File: config.mk
export PLATFORM = sky130hd
export DESIGN_NAME = if_id_latch
export DESIGN_NICKNAME = d
export VERILOG_FILES = /design/src/rtl/core_pkg.sv /design/src/rtl/if_id_latch_hazard_unit.sv /design/src/rtl/if_id_latch.sv
export SDC_FILE = /design/constraint.sdc
export NUM_CORES = 1
export LEC_CHECK = 0
export CAP_MARGIN = 10
export CORE_ASPECT_RATIO = 0.5
export CORE_UTILIZATION = 45
export DETAILED_ROUTE_END_ITERATION = 10
export PLACE_DENSITY = 0.89
export RECOVER_POWER = 100
export SLEW_MARGIN = 20
export SYNTH_ARGS = -nofsm -noshare
export SYNTH_HDL_FRONTEND = slang
export SYNTH_SLANG_ARGS = --single-unit
File: constraint.sdc
create_clock -name clk -period 5.5 [get_ports clk]
set_input_delay 0.825 -clock clk [delete_from_list [all_inputs] [get_ports clk]]
set_output_delay 0.825 -clock clk [all_outputs]
set_load 0.02 [all_outputs]
File: src/rtl/core_pkg.sv
// Shared core definitions: opcodes, bubble encoding, instruction field slices
// and the IF/ID FSM state type.
package core_pkg;

    localparam logic [6:0] OPC_LUI    = 7'b0110111;
    localparam logic [6:0] OPC_AUIPC  = 7'b0010111;
    localparam logic [6:0] OPC_JAL    = 7'b1101111;
    localparam logic [6:0] OPC_BRANCH = 7'b1100011;
    localparam logic [6:0] OPC_STORE  = 7'b0100011;
    localparam logic [6:0] OPC_OP     = 7'b0110011;

    // addi x0,x0,0
    localparam logic [31:0] NOP_WORD = 32'h0000_0013;

    localparam int OPC_LSB = 0;
    localparam int OPC_MSB = 6;
    localparam int RD_LSB  = 7;
    localparam int RD_MSB  = 11;
    localparam int RS1_LSB = 15;
    localparam int RS1_MSB = 19;
    localparam int RS2_LSB = 20;
    localparam int RS2_MSB = 24;

    typedef enum logic {
        RUN   = 1'b0,
        STALL = 1'b1
    } ifid_state_t;

endpackage

File: src/rtl/if_id_latch_hazard_unit.sv
// Load-use hazard detection between the instruction in IF/ID and a load in ID/EX.
module hazard_unit
    import core_pkg::*;
(
    input  logic       id_valid,
    input  logic [6:0] id_opcode,
    input  logic [4:0] id_rs1,
    input  logic [4:0] id_rs2,
    input  logic       ex_is_load,
    input  logic [4:0] ex_rd,
    output logic       hazard
);

    logic uses_rs1;
    logic uses_rs2;

    // NOTE: every signal assigned in always_comb gets a default first, so no latch is inferred.
    always_comb begin
        uses_rs1 = 1'b1;
        uses_rs2 = 1'b0;
        if (id_opcode == OPC_LUI || id_opcode == OPC_AUIPC || id_opcode == OPC_JAL)
            uses_rs1 = 1'b0;
        if (id_opcode == OPC_BRANCH || id_opcode == OPC_STORE || id_opcode == OPC_OP)
            uses_rs2 = 1'b1;
    end

    assign hazard = id_valid && ex_is_load && (ex_rd != 5'd0) &&
                    ((uses_rs1 && ex_rd == id_rs1) || (uses_rs2 && ex_rd == id_rs2));

endmodule

File: src/rtl/if_id_latch.sv
// IF/ID pipeline register with load-use interlock and branch flush.
// Optional performance counters are enabled with `define IFID_PERF_CNT_EN.
module if_id_latch
    import core_pkg::*;
#(
    parameter int              XLEN     = 32,
    parameter logic [XLEN-1:0] NOP_WORD = core_pkg::NOP_WORD
) (
    input  logic            clk,
    input  logic            reset,
    input  logic [XLEN-1:0] if_ir,
    input  logic [XLEN-1:0] if_pc,
    input  logic            branch_taken,
    input  logic            ex_is_load,
    input  logic [4:0]      ex_rd,
    output logic [XLEN-1:0] id_ir,
    output logic [XLEN-1:0] id_pc,
    output logic            id_valid,
    output logic [6:0]      id_opcode,
    output logic [4:0]      id_rd,
    output logic [4:0]      id_rs1,
    output logic [4:0]      id_rs2,
`ifdef IFID_PERF_CNT_EN
    output logic [31:0]     stall_count,
    output logic [31:0]     flush_count,
`endif
    output logic            data_interlock,
    output logic            id_bubble
);

    ifid_state_t state;
    logic        hazard;

    assign id_opcode = id_ir[OPC_MSB:OPC_LSB];
    assign id_rd     = id_ir[RD_MSB:RD_LSB];
    assign id_rs1    = id_ir[RS1_MSB:RS1_LSB];
    assign id_rs2    = id_ir[RS2_MSB:RS2_LSB];

    hazard_unit u_hazard (
        .id_valid   (id_valid),
        .id_opcode  (id_opcode),
        .id_rs1     (id_rs1),
        .id_rs2     (id_rs2),
        .ex_is_load (ex_is_load),
        .ex_rd      (ex_rd),
        .hazard     (hazard)
    );

    // Only the first cycle of a hazard interlocks; in STALL, ID/EX already holds the bubble.
    assign data_interlock = hazard && (state == RUN);
    assign id_bubble      = data_interlock;

    // NOTE: sequential state uses non-blocking assignments so every register samples pre-edge values.
    always_ff @(posedge clk or posedge reset) begin
        if (reset) begin
            id_ir    <= NOP_WORD;
            id_pc    <= '0;
            id_valid <= 1'b0;
            state    <= RUN;
        end else if (branch_taken) begin
            id_ir    <= NOP_WORD;
            id_valid <= 1'b0;
            state    <= RUN;
        end else begin
            case (state)
                RUN: begin
                    if (hazard) begin
                        state <= STALL;
                    end else begin
                        id_ir    <= if_ir;
                        id_pc    <= if_pc;
                        id_valid <= 1'b1;
                    end
                end
                STALL: begin
                    id_ir    <= if_ir;
                    id_pc    <= if_pc;
                    id_valid <= 1'b1;
                    state    <= RUN;
                end
                default: state <= RUN;
            endcase
        end
    end

`ifdef IFID_PERF_CNT_EN
    always_ff @(posedge clk or posedge reset) begin
        if (reset) begin
            stall_count <= '0;
            flush_count <= '0;
        end else begin
            if (data_interlock && !branch_taken)
                stall_count <= stall_count + 32'd1;
            if (branch_taken)
                flush_count <= flush_count + 32'd1;
        end
    end
`endif

endmodule

==> Word level (Yosys, flattened, before mapping) <==
Cells that the tools add are included.
{ "totals": {"reg_bits": 66, "inputBits": 73, "out_inout_bits": 89, "elab_cells": 42} }
{ "op_classes": {"n_eq_ne": 10, "muxes": 13, "bitwise": 2, "reduce_logical": 13} }
{ "op_table": {"columns": ["operator", "n"], "rows": [
  ["32-bit one-hot mux with 2 select lines", 2],
  ["32-bit two-way mux", 3],
  ["7-bit by 6-bit == test with 1-bit output, second input constant", 3],
  ["7-bit == test, second input constant", 2],
  ["5-bit == test", 2],
  ["7-bit by 5-bit == test with 1-bit output, second input constant", 1],
  ["1-bit logical AND", 6],
  ["1-bit two-way mux", 6],
  ["1-bit logical OR", 5],
  ["5-bit nonzero test", 1],
  ["1-bit one-hot mux with 2 select lines", 2],
  ["3-bit != test, second input constant", 1],
  ["2-bit != test, second input constant", 1],
  ["1-bit inverter", 2],
  ["2-bit AND reduction", 1]
]} }

==> Logic depth before layout (Yosys ltp) <==
Gate-level depths: netlist (run 1).
{ "depth": {"depth_word": 10, "ltp_mapped": 8, "depth_no_buf": 5} }

==> Hierarchy <==
A second synthesis (run 1) with hierarchy kept.
{ "hier_totals": {"hier_cells": 260, "area_unflattened_um2": 3059.2} }
{ "by_module_without_submodules": {"columns": ["mod", "n_inst", "cells_per_inst", "area_each_um2", "seq_area_each_um2"], "rows": [
  ["if_id_latch", 1, 238, 2886.5, 1655.3],
  ["hazard_unit", 1, 22, 172.7, 0.0]
]} }

==> Worst setup path before layout (run 1) <==
Ideal clock, no wire load.
{ "synth_timing": {"kind": "input -> output", "from": "input port ex_rd[4]", "to": "output port id_bubble", "arrival_time_ns": 2.343, "t_required_ns": 4.675, "slack_ns": 2.332, "path_stages": 8, "n_path_buf": 4, "cell_sequence": "xnor2_1 > nand3_1 > nor4_1 > o21a_1 > buf_2 > buf_6 > buf_4 > buf_4"} }
{ "synth_between": {"elab_chain_cells": 5, "word_cells_on_any_way": 9, "classes_between": "eq/ne (2); reduce/logical (7)"} }
{ "synth_rtl": {"columns": ["element", "line", "rtl"], "rows": [
  ["from (decl)", "if_id_latch.sv:15", "input logic [4:0] ex_rd,"],
  ["5-bit == test", "if_id_latch_hazard_unit.sv:28", "((uses_rs1 && ex_rd == id_rs1) || (uses_rs2 && ex_rd == id_rs2));"],
  ["1-bit logical AND", "if_id_latch_hazard_unit.sv:28", null],
  ["1-bit logical OR", "if_id_latch_hazard_unit.sv:28", null],
  ["1-bit logical AND *", "if_id_latch_hazard_unit.sv:27", "assign hazard = id_valid && ex_is_load && (ex_rd != 5'd0) &&"],
  ["1-bit logical AND *", "if_id_latch.sv:50", "assign data_interlock = hazard && (state == RUN);"],
  ["to (decl)", "if_id_latch.sv:28", "output logic id_bubble"]
]} }
Every way passes the cells marked *; elsewhere a longest branch is shown, timed or not.

==> Worst setup path after layout (run 1) <==
{ "layout_timing": {"from": "input port branch_taken", "to": "register id_pc[8]"} }
{ "layout_between": {"elab_chain_cells": 2} }
{ "layout_rtl": {"columns": ["element", "line", "rtl"], "rows": [
  ["from (decl)", "if_id_latch.sv:13", "input logic branch_taken,"],
  ["1-bit inverter (no line)", null, null],
  ["2-bit AND reduction (no line)", null, null],
  ["to (signal assigned)", "if_id_latch.sv:71", "id_pc <= if_pc;"],
  ["to (signal assigned)", "if_id_latch.sv:77", "id_pc <= if_pc;"],
  ["to (decl)", "if_id_latch.sv:17", "output logic [XLEN-1:0] id_pc,"]
]} }
No other way between the ends.
A chain may end at the register's enable or synchronous reset.

==> results list, run 1 <==
- The detail route stage leaves a number of antenna-violating nets equal to 0.
- No sink is reached through more buffers than the 2 on the longest clock path.
- Post-synth net total: 446
- Deepest level of the CTS H-tree: 3
* Detailed-route vias per instance: approximately 5.3
* Violations in the final reports: capacitance limit, slew limit
- For this block, the via count after detailed routing is ~3200.
* Flop and latch count out of synthesis: 66
* Class of the tightest hold or removal check: flop to flop
- Routed length per instance: 15.4 um
- Total Neg Setup Slack: 0 ns
- Number of buffers created by CTS: 9
* Critical Path RT: about 5.7 ns
* Highest Clock Rate: 0.235 GHz
- For this configuration, the core starts out at a cell density of 0.469.
* Worst Skew: about 0.0066 ns
* Startpoint types: primary input
- The critical path starts at branch_taken.
* Number of DRC markers in iteration 0: roughly 160
* Area taken by multi-input logic gates: approximately 1500 sq um
- Post-CTS timing repair inserted 0 buffers for setup.
* Crit path largest cell delay: 1.70 ns
- Unrepaired setup endpoints after global routing: false
- The floorplan has 22 rows.
- Peak ir drop on the vdd network: around 0.15 mV
- First drt pass iteration count: 4
- In this run the most critical hold path is launched from id_ir[25].
* Number of fillers in the final layout: ~540
* Power per Cell Area: ~260 nW/um^2
- The worst register-to-register path begins at id_ir[6].
- Among cell families on the critical path, the largest total delay comes from buffers and inverters.
- The floorplan step defined a die boundary enclosing between 8000 and 9000 sq um.
- Synthesized area: ~3500 sq um
- The analysis attributes to cell leakage a power of 2.16 nW.
- For the pin with the worst max-slew slack, the measured transition is roughly 2.3 ns.
* Total of cells resized after clock tree synthesis: 0
- For this run the aggregate overflow at the end of global routing stands at 0.
- The die is between 60 and 70 um tall.
- By instance count, the leading cell after synthesis is nand2_1.
- The floorplan step set the die width to 126 um.
* Top-area cell type share of the netlist area: 0.454
- Sinks on Clock Net: 66
* Initial antenna violation count: 0
- After synthesis, the most frequently instantiated cells are nand2_1, o211ai_1, dfrtp_1, mux2i_1, buf_4.
- Summed over all instances, the cell type with the most area after synthesis is dfrtp_1.
- Across the run, the number of max-cap violations was 2.
* Area Growth Syn to Fin: 50.2%
- Minimum clock period after layout: 4.25 ns
* Wire length on met2: roughly 4800 um
- Sequential fraction of the synthesis area: 0.476
- In the finished design, the share of the clock period the worst path needs comes to 0.773.
* Area inside the core boundary: 7400 sq um
- Worst setup path class: primary input to flop
- Ant diodes: 0
- Vias in the first global route: 3167
- For this run, the number of Yosys warnings is 0.
- Sequential cell area: 1660 sq um
- In the routed design, unresolved DRC markers number 0.
- Hold is met by 0.520 ns.
- Of all nets on the critical path, the largest fanout is between 50 and 60.
* Gpl congestion: 0.806
* Slowest CP cell: clkbuf_1
- In the final layout, the share of cells above drive strength 1 is 0.0517.
- Buffering stage count on the worst path with inverters included: 4
- Signal arrival time at the worst endpoint: between 4 and 5 ns
- Asr flop ratio synth: 1.00
- Number of flops mapped to enable cells by yosys: 0
- Post-synthesis area per instance: a little over 9 sq um
- Setup violations remaining at the end of the flow were counted as 0.
- The cell count after synthesis came out at between 300 and 400.
* Highest routing layer actually used: met4
- Series of cell instances along the critical path: clkdlybuf4s50_1 -> buf_4 -> inv_1 -> clkbuf_1 -> nand2_1 -> o211ai_1
* Final number of max-transition violations: between 100 and 150
- Across every metal layer, demand over resource in global routing totals 0.238.
- The later pin in the worst-skew pair is clocked with a latency of roughly 0.32 ns.
- Buffers placed on the I/O ports in this run total about 160.
* Net total in the final layout: approximately 570
- The flow ran to the end, but the final reports show violations.
* Wire length of the first global-routing pass: ~15000 um
* Most instantiated flip-flop cell in the synthesis netlist: dfrtp_1
* Post-synthesis cell type count: 23
- Clock input transition at the sequential cells of the worst setup and hold paths: about 0.05 ns
- Area contributors post-synth: dfrtp_1, o211ai_1, nand2_1
- Pin count of the biggest net entering global routing: 67
- HPWL reported at the end of detailed placement: 6210 um
- 162 I/O pins were placed.
* Post-Route WL: 9220 um
- Met3 Routed Length: 436 um
* Worst rel slew slack: -0.528
* TritonCTS clock tree: yes
- Kind of end point of the critical path: flop
- Routed length on met1: around 3700 um
- Final Hold Violating Endpoints: 0
* Post-CTS Hold Buffers: 0
* Setup slack of the most critical reg-to-reg path: 1.95 ns
- Root cell of the clock tree: clkbuf_16
[cell type report]
cell class / instances / area share
timing repair buffer: 168 / 0.318
sequential: 66 / 0.317
clock buffer: 14 / 0.0525
tap: 96 / 0.0230
multi-input combinational: 251 / 0.287
inverter: 2 / 0.00144
clock inverter: 2 / 0.00192
[layer usage]
metal	up-vias	global-route usage
met4	0	0.120
li1	1511	-
met3	24	0.0595
met5	-	0
met2	103	0.416
met1	1529	0.276
[power by group]
| group | leakage (nW) | total (mW) | switching, mW | internal, mW |
|---|---|---|---|---|
| Combinational | 1.20 | 0.279 | 0.143 | 0.136 |
| Sequential | 0.821 | 0.554 | 0.0304 | 0.523 |
| Clock | 0.143 | 0.537 | 0.197 | 0.340 |
[sequential cells by signal, indices dropped and copies added, names as in the netlist]
name	count
id_valid	1
id_ir	32
id_pc	32
state	1
[per-stage QoR]
stage               total power, mW  cells  setup WS, ns   util  instance area (sq um)
finish                         1.37    599          1.25  0.705                   5220
global route                   1.43    599         0.878  0.705                   5220
CTS                            1.40    599          1.67  0.708                   5240
detailed placement            0.860    583          1.68  0.669                   4950
global placement              0.853    583          1.70  0.669                   4950
floorplan                     0.704    373          2.33      -                   3480
[worst paths after layout]
| path | to | cells past startpoint |
|---|---|---|
| max in group asynchronous | id_pc[29] | 3 |
| min reg2reg | id_ir[25] | 2 |
| max reg2reg | id_pc[25] | 7 |
| max | id_pc[8] | 6 |
| min in group asynchronous | id_pc[10] | 3 |
| min | id_ir[25] | 2 |
[tightest hold or removal path: stages, from the launching register on]
cell     delay [ns]
dfrtp_1        0.36
nand2_1        0.06
mux2i_1        0.06
[logic make-up (layout without fill, tap and decap cells)]
kind of cell,Yosys count,count (layout),share of synthesized area
xor+xnor,10,10,0.0252
buf+inv,56,186,0.0954
simple gates,142,142,0.159
mux,32,32,0.0922
flops,66,66,0.476
compound gates,67,67,0.152
[cells in the final DEF (no fill, tap or decap), drive strengths merged]
master         netlist  routed
nor3b                1       1
nand2              124     124
dfrtp               63      63
buf                 31       5
xor2                 4       4
nor3                 2       2
o21a                 1       1
clkdlybuf4s50        0      70
nor2                 8       8
a2111oi              1       1
clkbuf              23      16
o2111a               1       1
nand3                2       2
mux2i               32      32
clkinv               0       3
nor4                 1       1
and3                 1       1
o211ai              64      64
inv                  2       1
dfstp                3       3
dlygate4sd3          0      91
and2                 2       2
nand4                1       1
xnor2                6       6
No activity file was read; power rests on OpenSTA's default activity.
==> run 2, diff against run 1 <==
--- a/config.mk
+++ b/config.mk
@@ -7,9 +7,9 @@
 export LEC_CHECK = 0
 export CAP_MARGIN = 10
 export CORE_ASPECT_RATIO = 0.5
-export CORE_UTILIZATION = 45
+export CORE_UTILIZATION = 38
 export DETAILED_ROUTE_END_ITERATION = 10
-export PLACE_DENSITY = 0.89
+export PLACE_DENSITY = 0.8
 export RECOVER_POWER = 100
 export SLEW_MARGIN = 20
 export SYNTH_ARGS = -nofsm -noshare
==> constraint.sdc (replaced) <==
create_clock -name clk -period 3.86 [get_ports clk]
set_input_delay 0.579 -clock clk [delete_from_list [all_inputs] [get_ports clk]]
set_output_delay 0.579 -clock clk [all_outputs]
set_load 0.02 [all_outputs]
==> results list, run 2 (synthesis gave the netlist of run 1 again) <==
- Outcome: finished with violations (unchanged)
- Violations in the final reports: capacitance limit, slew limit (unchanged)
- The CTS root buffer is clkbuf_16 (unchanged).
- The utilization after layout was 0.602 (was 0.705).
- The minimum setup slack in the final design is 0.526 ns (was 1.25 ns).
* Clock input transition at the sequential cells of the worst setup and hold paths: 0.05 ns (about the same)
* Gpl congestion: 0.831 (was 0.806)
- The capturing element type of the critical path was a flop (unchanged).
- Worst rel slew slack: -0.0789 (was -0.528)
- Sinks on Clock Net: 66 (unchanged)
- Signal arrival time at the worst endpoint: 3.45 ns (was 4.46 ns)
* Worst Max-Slew Pin Slew: 1.62 ns (was 2.29 ns)
* Area Growth Syn to Fin: 52.3% (was 50.2%)
- Slowest CP cell: clkbuf_2 (was clkbuf_1)
* Pleak: 2.18 nW (was 2.16 nW)
* Number of buffers on the longest clock path: 2 (unchanged)
* Number of DRC markers in iteration 0: 201 (was 162)
- Critical path origin: ex_rd[0] (was branch_taken)
* First drt pass iteration count: 4 (unchanged)
- The clock skew came to 0.00608 ns (was 0.00665 ns).
* Setup slack of the most critical reg-to-reg path: 0.63 ns (was 1.95 ns)
* Power per Cell Area: 377 nW/um^2 (was 262 nW/um^2)
- The die area was 9560 sq um (was 8100 sq um).
- The beginning of the worst hold path is id_pc[25] (was id_ir[25]).
* Crit path largest cell delay: 1.19 ns (was 1.70 ns)
- The initial antenna violation count was 0 (unchanged).
* Setup slack at placement: 0.736 ns (was 1.68 ns)
- Unrepaired setup endpoints after global routing: false (unchanged)
* Capture instance of the worst register-to-register path: id_pc[17] (was id_pc[25])
- Total Neg Setup Slack: 0 ns (unchanged)
- Initial core utilization: 0.395 (was 0.469)
* Placement Rows: 24 (was 22)
- The wire length of the first global-routing pass is 15800 um (was 15000 um).
* Critical Path Fanout Max: 58 (unchanged)
- Highest Clock Rate: around 0.30 GHz
- The DRC violation count after routing is 0 (unchanged).
- Final Hold Violating Endpoints: 0 (unchanged)
* Fraction of layout cells with a size suffix above 1: 0.0556 (was 0.0517)
- Worst setup path class: primary input to flop (unchanged)
- Gr usage total: 0.214 (was 0.238)
- Vias in the first global route: 3055 (was 3167)
- Floorplan die width: 137 um (was 126 um)
* Peak ir drop on the vdd network: 0.218 mV (was 0.148 mV)
- The start of the worst register-to-register path is id_ir[6] (unchanged).
- Post-CTS repair timing setup buffer count: 0 (unchanged)
* Vias: 3083 (was 3167)
- The final max-slew violation count was 59 (was 125).
- The worst path needs 3.33 ns of the cycle, external delays included.
* Ant diodes: 0 (unchanged)
* Period utilization: 0.864
- The end point of the most critical hold path is id_pc[25] (was id_ir[25]).
- TritonCTS clock tree: yes (unchanged)
- The number of hold buffers added after CTS is 0 (unchanged).
- The net total in the final layout came to 572 (was 571).
* Number of fillers in the final layout: 745 (was 543)
- Worst-case reg-to-reg path depth: 6 (was 7)
* Post-Route WL: 9780 um (was 9220 um)
- Class of the tightest hold or removal check: flop to flop (unchanged)
- The routed length per placed instance is 15.7 um (was 15.4 um).
- Top flop regs: id_ir: 32 flops, id_pc: 32 flops (unchanged).
* Deepest level of the CTS H-tree: 3 (unchanged)
- Die outline height: 69.6 um (was 64.1 um)
- Port-buffer cells: 161 (unchanged)
- The ratio of routed vias to standard cells was 4.96 (was 5.29).
- Commonest cells after routing, fill and taps aside: nand2_1, dlygate4sd3_1, clkdlybuf4s50_1 (unchanged).
* Critical Path RT: 3.98 ns (was 5.71 ns)
* Pin count of the biggest net entering global routing: 67 (unchanged)
- Setup-violating endpoint count in the final report: 0 (unchanged)
- The total of cells resized after clock tree synthesis was 0 (unchanged).
* Number of buffers created by CTS: 9 (unchanged)
* Area inside the core boundary: 8800 sq um (was 7400 sq um)
* Hold depth: 2 (unchanged)
* Remaining antenna violation count after routing: 0 (unchanged)
- Clock insertion delay at the later pin of the skew report: 0.32 ns (about the same)
- The top-level I/O count was 162 (unchanged).
- Startpoint types: primary input (unchanged)
* Series of cell instances along the critical path: clkdlybuf4s50_1 -> xnor2_1 -> nand3_1 -> nor4_2 -> o21a_4 -> clkbuf_2 -> o211ai_1 (was clkdlybuf4s50_1 -> buf_4 -> inv_1 -> clkbuf_1 -> nand2_1 -> o211ai_1)
- The max-capacitance violation count was 1 (was 2).
* HPWL reported at the end of detailed placement: 6500 um (was 6210 um)
- The most frequent standard cell in the layout excluding fill and tap cells is nand2_1 (unchanged).
- Global route total overflow: 0 (unchanged)
## run 2: area by class of cell
cell class,count,area [sq um],area share
clock inverters,1,5.00,0.000945
inverters,2,7.51,0.00142
repair buffers,169,1670,0.316
flip-flops and latches,66,1660,0.313
clock buffers,15,298,0.0563
multi-input cells,251,1510,0.285
well taps,117,146,0.0277
## run 2: per-layer routing
metal  vias up  global-route usage  part of all wire
met5         -                   0                 0
met4         0              0.0635            0.0083
met3         6              0.0475             0.044
met2        79               0.365              0.52
met1      1489               0.269              0.43
li1       1509                   -                 -
## run 2: through the flow
stage / cell area [sq um] / cells / power, mW / hold slack [ns]
3_3_place_gp: 5000 / 605 / 1.22 / 0.503
6_report: 5290 / 621 / 2.00 / 0.521
3_5_place_dp: 5000 / 605 / 1.23 / 0.516
2_1_floorplan: 3480 / 373 / 1.00 / 0.553
5_1_grt: 5290 / 621 / 2.09 / 0.537
4_1_cts: 5300 / 621 / 2.05 / 0.528
## run 2: worst max-delay path by stage
stage	endpoint	slack [ns]	depth (start not counted)
after floorplan	id_bubble	1.18	8
after global placement	data_interlock	0.75	6
after detailed placement	id_bubble	0.74	6
after CTS	id_bubble	0.72	6
after global routing	id_pc[17]	0.37	7
final	id_pc[17]	0.53	7
## run 2: worst max-delay path, delay by kind of cell
kind	cells	cell delay, ns
xor+xnor	1	0.15
simple gates	2	0.42
buf+inv	2	1.74
compound gates	2	0.53
## run 2: report_power, final
| group | internal, mW | leakage, nW | switching (mW) |
|---|---|---|---|
| Clock | 0.522 | 0.152 | 0.287 |
| Combinational | 0.194 | 1.21 | 0.208 |
| Sequential | 0.745 | 0.821 | 0.0419 |
| Total | 1.46 | 2.18 | 0.537 |
==> run 3, diff against run 2 <==
--- a/config.mk
+++ b/config.mk
@@ -5,6 +5,7 @@
 export SDC_FILE = /design/constraint.sdc
 export NUM_CORES = 1
 export LEC_CHECK = 0
+export ABC_CLOCK_PERIOD_IN_PS = 3860
 export CAP_MARGIN = 10
 export CORE_ASPECT_RATIO = 0.5
 export CORE_UTILIZATION = 38
==> results of run 3 <==
The final DEF is identical to that of run 2; final timing and power are the same.
